## config.mk

```make
export PLATFORM = sky130hd
export DESIGN_NAME = man_jump_physics
export DESIGN_NICKNAME = d
export VERILOG_FILES = /design/src/rtl/man_jump_physics_pkg.sv /design/src/rtl/man_jump_integrator.sv /design/src/rtl/man_jump_physics.sv
export SDC_FILE = /design/constraint.sdc
export NUM_CORES = 1
export LEC_CHECK = 0
export CORE_UTILIZATION = 48
export DETAILED_ROUTE_END_ITERATION = 12
export PLACE_DENSITY_LB_ADDON = 0.1
export REMOVE_ABC_BUFFERS = 1
export SYNTH_ARGS = -nofsm -noshare
export SYNTH_HDL_FRONTEND = slang
export SYNTH_SLANG_ARGS = --single-unit
```

## constraint.sdc

```tcl
create_clock -name clk_machine -period 4.01 [get_ports clk_machine]
set_input_delay 0.802 -clock clk_machine [delete_from_list [all_inputs] [get_ports clk_machine]]
set_output_delay 0.802 -clock clk_machine [all_outputs]
set_load 0.03 [all_outputs]
```

## src/rtl/man_jump_physics_pkg.sv

```systemverilog
// Shared definitions for the jumping-man physics: state encoding and the
// physics scale constants the renderer also uses.
package man_jump_physics_pkg;

  typedef enum logic [1:0] {
    ST_IDLE = 2'd0,
    ST_AIR  = 2'd1,
    ST_LAND = 2'd2
  } jump_state_e;

  localparam int DEF_GRAVITY = 4;
  localparam int DEF_HSPEED  = 2;

endpackage

```

## src/rtl/man_jump_integrator.sv

```systemverilog
// Combinational one-tick step of the vertical motion: next height, next
// velocity and the landing condition for the current height/velocity.
module man_jump_integrator
  import man_jump_physics_pkg::*;
#(
  parameter int Y_W     = 16,
  parameter int V_W     = 10,
  parameter int GRAVITY = DEF_GRAVITY
) (
  input  logic        [Y_W-1:0] y,
  input  logic signed [V_W-1:0] v,
  output logic        [Y_W-1:0] y_next,
  output logic signed [V_W-1:0] v_next,
  output logic                  land
);

  localparam logic signed [V_W-1:0] G_S = V_W'(GRAVITY);

  logic signed [Y_W:0] s;
  logic                s_nonpos;
  logic                v_nonpos;

  // One extra bit so a descending step below ground shows up as negative.
  assign s        = $signed({1'b0, y}) + $signed({{(Y_W + 1 - V_W){v[V_W-1]}}, v});
  assign s_nonpos = s[Y_W] || (s == '0);
  assign v_nonpos = v[V_W-1] || (v == '0);
  assign land     = s_nonpos && v_nonpos;
  assign y_next   = s[Y_W-1:0];
  assign v_next   = v - G_S;

endmodule

```

## src/rtl/man_jump_physics.sv

```systemverilog
// Jump motion integrator: latches launch velocity, steps height/velocity/
// distance on frame ticks, and pulses jump-done on landing.
module man_jump_physics
  import man_jump_physics_pkg::*;
#(
  parameter int V_INIT_W = 8,
  parameter int V_W      = 10,
  parameter int Y_W      = 16,
  parameter int X_W      = 12,
  parameter int GRAVITY  = DEF_GRAVITY,
  parameter int HSPEED   = DEF_HSPEED
) (
  input  logic                  clk_machine,
  input  logic                  rst_machine,
  input  logic                  i_tick,
  input  logic                  i_jump_start,
  input  logic [V_INIT_W-1:0]   i_jump_v_init,
  output logic [Y_W-1:0]        o_man_y,
  output logic [X_W-1:0]        o_man_dx,
  output logic signed [V_W-1:0] o_vel,
  output logic                  o_busy,
  output logic                  o_falling,
  output logic                  o_jump_done
);

  // Strobe semantics: i_jump_start and i_tick are single-cycle pulses with no
  // back-pressure; start is taken only in IDLE, ticks only in AIR, all else dropped.
  jump_state_e           state;
  logic [Y_W-1:0]        y;
  logic signed [V_W-1:0] v;
  logic [X_W-1:0]        dx;
  logic                  done;

  logic [Y_W-1:0]        y_next;
  logic signed [V_W-1:0] v_next;
  logic                  land;
  logic [X_W:0]          dx_sum;
  logic [X_W-1:0]        dx_next;

  man_jump_integrator #(
    .Y_W     (Y_W),
    .V_W     (V_W),
    .GRAVITY (GRAVITY)
  ) u_integrator (
    .y      (y),
    .v      (v),
    .y_next (y_next),
    .v_next (v_next),
    .land   (land)
  );

  // Distance saturates rather than wrapping on very long jumps.
  assign dx_sum  = {1'b0, dx} + (X_W + 1)'(HSPEED);
  assign dx_next = dx_sum[X_W] ? '1 : dx_sum[X_W-1:0];

  always_ff @(posedge clk_machine or negedge rst_machine) begin
    if (!rst_machine) begin
      state <= ST_IDLE;
      y     <= '0;
      v     <= '0;
      dx    <= '0;
      done  <= 1'b0;
    end else begin
      done <= 1'b0;
      case (state)
        ST_IDLE: begin
          if (i_jump_start) begin
            v     <= V_W'(i_jump_v_init);
            y     <= '0;
            dx    <= '0;
            state <= ST_AIR;
          end
        end
        ST_AIR: begin
          if (i_tick) begin
            dx <= dx_next;
            if (land) begin
              y     <= '0;
              done  <= 1'b1;
              state <= ST_LAND;
            end else begin
              y <= y_next;
              v <= v_next;
            end
          end
        end
        ST_LAND: begin
          v     <= '0;
          state <= ST_IDLE;
        end
        default: state <= ST_IDLE;
      endcase
    end
  end

  assign o_man_y     = y;
  assign o_man_dx    = dx;
  assign o_vel       = v;
  assign o_jump_done = done;
  assign o_busy      = (state != ST_IDLE);
  assign o_falling   = (state == ST_AIR) && (v[V_W-1] || (v == '0));

endmodule

```

==> results_tabular.tex <==
\begin{tabular}{lr}
\hline
Metric & Value \\
\hline
\multicolumn{2}{l}{\textbf{Detailed routing}} \\
DR WL/cell & 17.0 um \\
ANT nets after route & 0 \\
Count of TritonRoute iterations in the first routing pass & 5 \\
Post-detailed-routing wire length & 7.70 mm \\
Via density per instance & 6.05 \\
Vias after detailed routing & 2742 \\
Count of unresolved DRC violations after routing & 0 \\
Starting DRC count in detailed routing & 157 \\
\multicolumn{2}{l}{\textbf{Clock tree}} \\
CTS H-tree depth & 2 \\
CTS clock-pin slew for the worst setup and hold paths & 80 ps \\
Clk\_lat worst skew & 300 ps \\
Number of buffers created by CTS & 5 \\
Clk Tree Root Cell & clkbuf\_8 \\
Worst-case clock buffer depth & 2 \\
Clock Sink Count & 41 \\
Post-CTS Hold Buffers & 0 \\
TritonCTS clock tree & built \\
\multicolumn{2}{l}{\textbf{Synth}} \\
Proportion of synthesized flip-flops having asynchronous set or reset & 100\% \\
Register bit count reported by yosys & 41 \\
Post-synthesis cell type count & 54 \\
Number of flops mapped to enable cells by yosys & 0 \\
Share of synthesized area occupied by flip-flops and latches & 35.8\% \\
Post-synthesis instance total & 320 \\
Synth Warn \# & 0 \\
Leading register cell type out of synthesis & dfrtp\_1 \\
Summed instance area of the synthesized netlist & 0.00287 mm\^{}2 \\
Syn avg cell area & 8.96 um\^{}2 \\
\multicolumn{2}{l}{\textbf{Critical path}} \\
Crit. Startpoint & o\_man\_y[0] \\
CP Max Fanout & 7 \\
Critical register-to-register path startpoint & o\_man\_y[0] \\
Endpoint required time on the critical path & 4200 ps \\
Element type at the critical path end & register \\
Data arrival at the endpoint of the critical path & 4120 ps \\
Depth of the worst register-to-register path & 11 \\
Startpoint class of the critical path & register \\
Critical path class & register to register \\
\multicolumn{2}{l}{\textbf{Global routing}} \\
First-pass GRT wire length & 12.2 mm \\
Via count of the first global-routing pass & 2560 \\
All-layer global routing usage & 25.4\% \\
Total grt overflow & 0 \\
Initial antenna violation count & 0 \\
Maximum number of pins on one net before global-route repair & 42 \\
\multicolumn{2}{l}{\textbf{STA}} \\
Final-report max-slew violation count & 0 \\
Final cycle utilization of the critical path & 97.9\% \\
Time the worst path needs with I/O delays and setup & 3920 ps \\
Number of failing setup endpoints in the final timing report & 0 \\
Minimum hold slack & 532 ps \\
Clock Skews & 13.7 ps \\
Worst slew pin tran & 916 ps \\
Post-layout worst setup margin & 85.7 ps \\
Final hold violations & 0 \\
Max-slew headroom at the worst pin & 38.9\% \\
Maximum clock frequency & 255 MHz \\
\multicolumn{2}{l}{\textbf{Die}} \\
Total I/O pin count & 53 \\
Height of the chip & 79.3 um \\
Standard-cell rows & 27 \\
Initial cell density of the core & 50.8\% \\
Horizontal extent of the die & 79.3 um \\
Floorplan die area & 0.00629 mm\^{}2 \\
Placeable core region & 0.00564 mm\^{}2 \\
\multicolumn{2}{l}{\textbf{Pwr}} \\
Peak ir drop on the vdd network & 0.452 mV \\
Cell leakage power & 1.71 nW \\
Power density of the placed cells & 737 mW/mm\^{}2 \\
\multicolumn{2}{l}{\textbf{Min path}} \\
Hold Path Origin & o\_man\_y[9] \\
Number of instances on the worst hold path & 1 \\
Class of the worst hold path & register to register \\
\multicolumn{2}{l}{\textbf{Placed design}} \\
Cell count after placement & 444 \\
Routability congestion estimate from global placement & 0.853 \\
Sum of net half-perimeters after detailed placement & 5.57 mm \\
Worst setup timing slack at the placement stage & -25.5 ps \\
Quantity of I/O buffers inserted on ports & 52 \\
Post-DP Area & 0.00350 mm\^{}2 \\
\multicolumn{2}{l}{\textbf{Final layout}} \\
Fraction of layout cells with a size suffix above 1 & 9.71\% \\
Most common cell after layout, fill and taps aside & clkdlybuf4s50\_1 \\
Count of antenna diodes in the layout & 0 \\
\# nets final & 416 \\
Commonest non-fill, non-tap cells in the layout & clkdlybuf4s50\_1 (51), dfrtp\_1 (41), o21ai\_0 (33), a21oi\_1 (28), ha\_1 (21) \\
Final instance area & 0.00365 mm\^{}2 \\
Fin cells & 453 \\
Growth of design area from synthesis to finish & 27.2\% \\
\multicolumn{2}{l}{\textbf{Status}} \\
Run status & finished clean \\
\multicolumn{2}{l}{\textbf{Flow run}} \\
\# Max-Cap Violations & 0 \\
\hline
\end{tabular}
[path summary, 6_finish.rpt]
path,to,slack [ps]
worst max register to register,o_man_y[9],90
worst max-delay path,o_man_y[9],90
worst min-delay path,o_man_y[9],530
max in group asynchronous,o_man_y[3],2800
min in group asynchronous,o_man_dx[4],630
worst min register to register,o_man_y[9],530
[synth_stat cells, drive strengths merged (2+ instances only)]
cell / n / area share, %
a41oi: 2 / 0.61
nand2b: 2 / 0.44
xnor2: 4 / 1.2
nand4: 3 / 0.65
nor3: 7 / 1.2
xor2: 5 / 1.5
or4: 3 / 0.92
a22o: 19 / 5.8
or3: 3 / 0.65
dfrtp: 41 / 36
a221o: 2 / 0.70
clkbuf: 8 / 1.0
and3: 10 / 2.2
o21ai: 34 / 5.9
nand3: 7 / 1.2
o21bai: 3 / 0.79
o31ai: 2 / 1.0
nor2: 20 / 2.7
or2: 3 / 0.65
a22oi: 4 / 1.0
nor2b: 3 / 0.65
ha: 22 / 9.6
a21o: 9 / 2.4
a311oi: 2 / 0.61
inv: 17 / 2.2
a21oi: 29 / 5.1
a31o: 5 / 1.5
buf: 2 / 0.57
o211ai: 4 / 1.0
and2: 3 / 0.65
and4: 2 / 0.61
a31oi: 5 / 1.1
nand2: 19 / 2.5
[repair_timing]
item | in CTS | in global routing
resized for setup | 1 | 6
endpoints found under the setup margin | 1 | 17
pin swaps | 0 | 3
buffers inserted | 0 | 1
cloned | 0 | 1
[logic make-up after synthesis]
group                      count (synthesis)  share of synthesized area [%]
xor gates and xnor gates                   9                           2.75
adders and majority gates                 23                           10.3
muxes                                      1                          0.349
and+or+nand+nor                           88                           15.9
DFF                                       41                           35.8
buffers and inverters                     27                           3.84
AOI/OAI and AO/OA                        131                           31.1
[power by group]
group | internal (W) | switching [W]
sequential | 0.000524 | 0.000129
clock | 0.000181 | 0.000152
combinational | 0.000677 | 0.00103
[critical path, stage by stage, from the launching register on]
cell and delay [ps]:
dfrtp_1 390, ha_2 200, fa_2 350, a21o_1 180, a221o_1 330, xor2_1 170
or4_4 520, or4b_4 530, or4_4 580, a21boi_4 220, nor2_4 100, a32o_1 270
[cell type report]
| cell class | count | area (um^2) |
|---|---|---|
| fill | 493 | 1990 |
| multi-input combinational | 253 | 1770 |
| sequential | 41 | 1030 |
| timing repair buffer | 63 | 598 |
| tap | 72 | 90.1 |
| clock buffer | 5 | 68.8 |
| inverter | 17 | 63.8 |
| clock inverter | 2 | 35.0 |
[sequential cells by signal, indices dropped and copies added (netlist names)]
register,flops
o_man_y,16
o_man_dx,12
o_vel,10
state,2
o_jump_done,1
[layer usage]
layer  wire [um]  share of wire (%)  track usage (%)  vias up
met4          65               0.84             7.09        0
li1            -                  -                -     1346
met2        3700                 48             42.6       89
met5           0                  0                0        -
met1        3570                 46             33.4     1302
met3         365                4.7             4.60        5
[per-stage QoR]
stage	setup TNS, ps	total power [W]	util [%]
after floorplan	-47.5	0.00172	-
after global placement	0	0.00227	62.1
after detailed placement	-25.5	0.00230	62.1
after CTS	0	0.00265	64.0
after global routing	-4.36	0.00288	64.7
final	0	0.00269	64.7
No activity file was read; power rests on OpenSTA's default activity.
